--- config.mk ---
export PLATFORM = sky130hd
export DESIGN_NAME = velocity_estimator_flat
export DESIGN_NICKNAME = d
export VERILOG_FILES = /design/src/rtl/velocity_estimator_if.sv /design/src/rtl/velocity_estimator.sv /design/src/flat_wrapper.sv
export SDC_FILE = /design/constraint.sdc
export NUM_CORES = 1
export LEC_CHECK = 0
export ABC_AREA = 0
export ABC_CLOCK_PERIOD_IN_PS = 3790
export CORE_MARGIN = 5
export CORE_UTILIZATION = 55
export DETAILED_ROUTE_END_ITERATION = 8
export PLACE_DENSITY = 0.9
export REMOVE_ABC_BUFFERS = 1
export SLEW_MARGIN = 20
export SYNTH_ARGS = -nofsm -noshare
export SYNTH_HDL_FRONTEND = slang
export SYNTH_SLANG_ARGS = --single-unit
--- constraint.sdc ---
create_clock -name aclk -period 3.79 [get_ports aclk]
set_input_delay 0.379 -clock aclk [delete_from_list [all_inputs] [get_ports aclk]]
set_output_delay 0.379 -clock aclk [all_outputs]
set_load 0.005 [all_outputs]
--- src/rtl/velocity_estimator_if.sv ---
// AXI-Stream bundle: tvalid/tdata/tready.
// master drives tvalid/tdata, slave drives tready.
interface velocity_estimator_if #(
  parameter int AXIS_TDATA_WIDTH = 32
);
  logic                        tvalid;
  logic                        tready;
  logic [AXIS_TDATA_WIDTH-1:0] tdata;

  modport master (
    output tvalid,
    output tdata,
    input  tready
  );

  modport slave (
    input  tvalid,
    input  tdata,
    output tready
  );
endinterface

--- src/rtl/velocity_estimator.sv ---
// Decimated velocity: position delta over N accepted beats.
// Ports: aclk, areset, decimation, s_axis (in), m_axis (out),
// overrun (sticky drop flag), drop_count (saturating).
module velocity_estimator #(
  parameter int AXIS_TDATA_WIDTH = 32,
  parameter int DECIM_WIDTH      = 16,
  parameter int DROP_WIDTH       = 16
) (
  input  logic                   aclk,
  input  logic                   areset,
  input  logic [DECIM_WIDTH-1:0] decimation,
  velocity_estimator_if.slave    s_axis,
  velocity_estimator_if.master   m_axis,
  output logic                   overrun,
  output logic [DROP_WIDTH-1:0]  drop_count
);

  localparam int W = AXIS_TDATA_WIDTH;

  typedef enum logic {
    PRIME,
    RUN
  } state_t;

  state_t               state_q;
  state_t               state_d;
  logic [DECIM_WIDTH-1:0] cnt_q;
  logic [DECIM_WIDTH-1:0] cnt_d;
  logic [DECIM_WIDTH-1:0] n_lat_q;
  logic [DECIM_WIDTH-1:0] n_lat_d;
  logic [DECIM_WIDTH-1:0] n_eff;
  logic [W-1:0]         pos_q;
  logic [W-1:0]         pos_d;
  logic [W-1:0]         delta;
  logic                 vld_q;
  logic                 vld_d;
  logic [W-1:0]         dat_q;
  logic [W-1:0]         dat_d;
  logic                 ovr_d;
  logic [DROP_WIDTH-1:0] drop_d;
  logic                 close;
  logic                 can_load;

  assign s_axis.tready = 1'b1;
  assign m_axis.tvalid = vld_q;
  assign m_axis.tdata  = dat_q;

  assign n_eff = (decimation == '0) ?
                 DECIM_WIDTH'(1) : decimation;
  assign delta = s_axis.tdata - pos_q;

  // Output slot is free when empty or drained this cycle.
  assign can_load = !vld_q || m_axis.tready;

  always_comb begin
    state_d = state_q;
    cnt_d   = cnt_q;
    n_lat_d = n_lat_q;
    pos_d   = pos_q;
    close   = 1'b0;
    unique case (state_q)
      PRIME: begin
        if (s_axis.tvalid) begin
          pos_d   = s_axis.tdata;
          cnt_d   = '0;
          n_lat_d = n_eff;
          state_d = RUN;
        end
      end
      RUN: begin
        if (s_axis.tvalid) begin
          if (cnt_q == n_lat_q - 1'b1) begin
            close   = 1'b1;
            pos_d   = s_axis.tdata;
            cnt_d   = '0;
            n_lat_d = n_eff;
          end else begin
            cnt_d = cnt_q + 1'b1;
          end
        end
      end
      default: state_d = PRIME;
    endcase
  end

  always_comb begin
    vld_d  = vld_q;
    dat_d  = dat_q;
    ovr_d  = overrun;
    drop_d = drop_count;
    if (vld_q && m_axis.tready)
      vld_d = 1'b0;
    if (close) begin
      if (can_load) begin
        vld_d = 1'b1;
        dat_d = delta;
      end else begin
        // Pending word wins; the new result is lost.
        ovr_d = 1'b1;
        if (drop_count != '1)
          drop_d = drop_count + 1'b1;
      end
    end
  end

  always_ff @(posedge aclk) begin
    if (areset) begin
      state_q    <= PRIME;
      cnt_q      <= '0;
      n_lat_q    <= DECIM_WIDTH'(1);
      pos_q      <= '0;
      vld_q      <= 1'b0;
      dat_q      <= '0;
      overrun    <= 1'b0;
      drop_count <= '0;
    end else begin
      state_q    <= state_d;
      cnt_q      <= cnt_d;
      n_lat_q    <= n_lat_d;
      pos_q      <= pos_d;
      vld_q      <= vld_d;
      dat_q      <= dat_d;
      overrun    <= ovr_d;
      drop_count <= drop_d;
    end
  end

endmodule

--- src/flat_wrapper.sv ---
// flat-port wrapper written by rule: the top's interface ports become plain ports
module velocity_estimator_flat 
#(
  parameter int AXIS_TDATA_WIDTH = 32,
  parameter int DECIM_WIDTH      = 16,
  parameter int DROP_WIDTH       = 16
)
  (aclk, areset, decimation, overrun, drop_count, s_axis_tvalid, s_axis_tdata, s_axis_tready, m_axis_tvalid, m_axis_tdata, m_axis_tready);
  velocity_estimator_if #(.AXIS_TDATA_WIDTH(AXIS_TDATA_WIDTH)) s_axis_i ();
  velocity_estimator_if #(.AXIS_TDATA_WIDTH(AXIS_TDATA_WIDTH)) m_axis_i ();
  input  logic aclk;
  input  logic areset;
  input  logic [DECIM_WIDTH-1:0] decimation;
  output logic overrun;
  output logic [DROP_WIDTH-1:0] drop_count;
  input wire logic [$bits(s_axis_i.tvalid)-1:0] s_axis_tvalid;
  input wire logic [$bits(s_axis_i.tdata)-1:0] s_axis_tdata;
  output wire logic [$bits(s_axis_i.tready)-1:0] s_axis_tready;
  output wire logic [$bits(m_axis_i.tvalid)-1:0] m_axis_tvalid;
  output wire logic [$bits(m_axis_i.tdata)-1:0] m_axis_tdata;
  input wire logic [$bits(m_axis_i.tready)-1:0] m_axis_tready;
  assign s_axis_i.tvalid = s_axis_tvalid;
  assign s_axis_i.tdata = s_axis_tdata;
  assign s_axis_tready = s_axis_i.tready;
  assign m_axis_tvalid = m_axis_i.tvalid;
  assign m_axis_tdata = m_axis_i.tdata;
  assign m_axis_i.tready = m_axis_tready;
  velocity_estimator #(.AXIS_TDATA_WIDTH(AXIS_TDATA_WIDTH), .DECIM_WIDTH(DECIM_WIDTH), .DROP_WIDTH(DROP_WIDTH)) u_core (.aclk(aclk), .areset(areset), .decimation(decimation), .s_axis(s_axis_i), .m_axis(m_axis_i), .overrun(overrun), .drop_count(drop_count));
endmodule
==> impl_metrics.csv <==
group,metric,value,unit
drt,wl_per_cell,15.8,µm
sta,fmax,297,MHz
drt,vias,6210,
job,cap_viol_max_count,0,
critical_path,start_kind,"flip-flop",
cts,postCtsSetupRepairBufs,0,
synthesis,synthCells,813,
grt,grt_usage,0.241,
floorplanning,fp-row-count,40,
sta,min_period_over_period,0.889,
sta,slew_violations,0,
sta,hold_ws,433,ps
synthesis,syn_area,0.00679,mm²
synthesis,synth_top_family_by_area,"simple AND/OR/NAND/NOR gates",
power_and_ir_drop,seqPwrFrac,0.353,
synthesis,syn_avg_cell_area,8.35,µm²
cts,hold_buffers,0,
sta,finClkSkew,8.96,ps
grt,antenna_found_initial,0,
cts,clock_tree.buffer_depth,2,
worst_hold_path,hp-class,"input pin to flip-flop",
floorplanning,die_y,121,µm
cells_and_area,fillerInstances,915,
grt,gr-total-overflow,0,
cells_and_area,finalNonFillerCells,1091,
synthesis,synth_fa_ha_area_frac,0.0656,
floorplanning,ios,103,
status,status,"complete, no violations",
cts,cts_resized,0,
sta,finalSetupViolations,0,
drt,viasPerCell,5.69,
drt,drc,0,
critical_path,crit_fanout,18,
synthesis,yosys.area_share.simple,0.222,
cells_and_area,nets,998,
cells_and_area,utilization,0.710,
drt,routed_wl,17200,µm
synthesis,synthMuxAreaShare,0.0829,
worst_hold_path,hold_depth,3,
placed_design,portBuffers,101,
cts,cts_root_buf,"clkbuf_16",
placed_design,dp_cells,1060,
floorplanning,design.core.area,0.0121,mm²
cells_and_area,drive_gt1_frac,0.0715,
cts,clock_latency,420,ps
critical_path,worstRegToRegCells,11,
sta,fin_ws,422,ps
power_and_ir_drop,switchingPower,0.000949,W
cts,cts.clk_slew.worst_paths,50,ps
critical_path,cp_cell_sequence,"inv_1 -> ha_1 -> nor3b_2 -> nand3_2 -> or3_4 -> a2111oi_4 -> nand4b_4 -> a21o_2 -> buf_4 -> mux2i_1 -> nor2_1",
placed_design,place_hpwl,12300,µm
synthesis,synth_seq_cells,115,
synthesis,yosysWarnings,0,
cts,clkSinkCount,115,
floorplanning,start_util,0.563,
sta,grt_setup_unrepaired,"no",
cts,htree_num_levels,4,
grt,grt_pass1_wl,28600,µm
synthesis,synth_seq_area_share,0.339,
placed_design,place_congestion,0.890,
sta,hold_viol,0,
critical_path,cp_slowest_cell,"a21o_2",
power_and_ir_drop,p_int,0.00270,W
placed_design,dpl_worst_slack,253,ps
grt,grt_pass1_vias,6042,
synthesis,synth_compound_area_frac,0.157,
sta,fin_crit,3370,ps
sta,worst_pin_slew,691,ps
critical_path,end_kind,"flip-flop",
cells_and_area,multiInputGateArea,0.00415,mm²
synthesis,synth_edf_count,0,
synthesis,synthArstFlopShare,0,
synthesis,synthXorXnorAreaFrac,0.0833,
power_and_ir_drop,swShare,0.260,
floorplanning,chipWidth,121,µm
cts,cts_tree,"yes",
power_and_ir_drop,ir_drop,0.332,mV
synthesis,synth_top_area_cell,"dfxtp_1",
drt,drt-initial-drc-count,408,
drt,drt_first_pass_iters,5,
critical_path,crit_required,4070,ps
synthesis,synth_top_flop_cell,"dfxtp_1",
cells_and_area,syn_to_final_growth,26.2,%
power_and_ir_drop,combPwrFrac,0.182,
sta,tns,0,ps
power_and_ir_drop,clock_power_share,0.464,
cells_and_area,antenna_cells,0,
grt,grt_max_degree,67,
cts,cts_buffers,17,
synthesis,synth_top_cell_area_share,0.339,
critical_path,cp.arrival,3650,ps
sta,max-slew-margin-rel,0.539,
floorplanning,dieArea,0.0147,mm²
synthesis,netlist-cell-type-count,69,
critical_path,path_class,"flip-flop to flip-flop",
power_and_ir_drop,power.density,425,mW/mm²
synthesis,synth_area_leaders,"dfxtp_1 (34%), mux2i_1 (8.0%), ha_1 (6.3%)",
drt,detail-route-antenna-nets,0,
critical_path,cpPeakStageDelay,440,ps
power_and_ir_drop,p_leak,3.42,nW
cells_and_area,ff_latch_area,0.00230,mm²
==> worst paths after layout <==
path | slack (ps) | startpoint | end
setup reg to reg | 420 | u_core.n_lat_q[0]$_SDFFE_PP1P_ | u_core.pos_q[15]$_SDFFE_PP0P_
hold reg to reg | 450 | u_core.m_axis.tdata[6]$_SDFFE_PP0P_ | u_core.m_axis.tdata[6]$_SDFFE_PP0P_
hold / removal | 430 | areset | u_core.n_lat_q[0]$_SDFFE_PP1P_
setup / recovery | 420 | u_core.n_lat_q[0]$_SDFFE_PP1P_ | u_core.pos_q[15]$_SDFFE_PP0P_
==> cell type report <==
cell class | count | share of cell area
clock inverter | 10 | 0.0181
inverter | 48 | 0.0210
multi-input combinational | 615 | 0.484
tap | 168 | 0.0245
clock buffer | 21 | 0.0549
sequential | 115 | 0.269
timing repair buffer | 114 | 0.129
==> cell usage after synthesis, types with 17 or more instances <==
cell / instances
clkbuf_1: 24
xor2_1: 23
a21oi_1: 52
dfxtp_1: 115
xnor2_1: 39
inv_1: 48
mux2i_1: 54
ha_1: 34
nor3_1: 17
nand2_1: 75
nor2_1: 107
==> through the flow <==
stage	total power, W	area, µm²
finish	0.00365	8570
global route	0.00380	8570
global placement	0.00194	7940
floorplan	0.00176	6630
CTS	0.00366	8570
detailed placement	0.00196	7940
==> routing by layer <==
layer,global-route usage,vias up,share of wire
met3,0.0634,48,0.055
met5,0,-,0
met1,0.293,2914,0.43
li1,-,3047,-
met4,0.102,0,0.024
met2,0.403,201,0.49
==> cell families after synthesis <==
logic type | count (synthesis)
other | 1
buffers and inverters | 83
and+or+nand+nor | 303
DFF | 115
adders and majority gates | 35
AOI/OAI and AO/OA | 157
xor gates and xnor gates | 63
muxes | 56
==> power by group through the flow <==
stage | Clock, W | Combinational (W) | Sequential, W
after floorplan | 0 | 0.000455 | 0.00130
after global placement | 0 | 0.000633 | 0.00131
after detailed placement | 0 | 0.000646 | 0.00131
after CTS | 0.00171 | 0.000659 | 0.00129
after global routing | 0.00178 | 0.000729 | 0.00129
final | 0.00169 | 0.000665 | 0.00129
==> sequential cells by signal, indices dropped and copies added, names as in the netlist <==
register	flops
u_core.drop_count	16
u_core.pos_q	32
u_core.state_q	1
u_core.cnt_q	16
u_core.n_lat_q	16
u_core.m_axis.tdata	32
u_core.overrun	1
u_core.m_axis.tvalid	1
==> layout by cell type (no fill, tap or decap), drive strengths merged, types with 14 or more instances in the layout <==
cell | netlist | layout
dfxtp | 115 | 115
nor2 | 108 | 108
clkdlybuf4s50 | 0 | 100
nand2 | 75 | 75
mux2i | 54 | 54
a21oi | 52 | 52
inv | 48 | 48
xnor2 | 39 | 39
ha | 34 | 34
xor2 | 23 | 23
clkbuf | 24 | 21
nor3 | 19 | 19
o21ai | 16 | 16
a21o | 16 | 16
nand4 | 15 | 15
and3 | 14 | 14
buf | 11 | 14
==> worst max-delay path, delay by kind of cell, from the launching register on <==
| family | cells | cell delay (ps) |
|---|---|---|
| compound gates | 2 | 870 |
| fa+ha+maj | 1 | 240 |
| buf+inv | 2 | 420 |
| flops | 1 | 340 |
| mux | 1 | 210 |
| simple gates | 5 | 1140 |
Power figures use the tool's default switching activity.
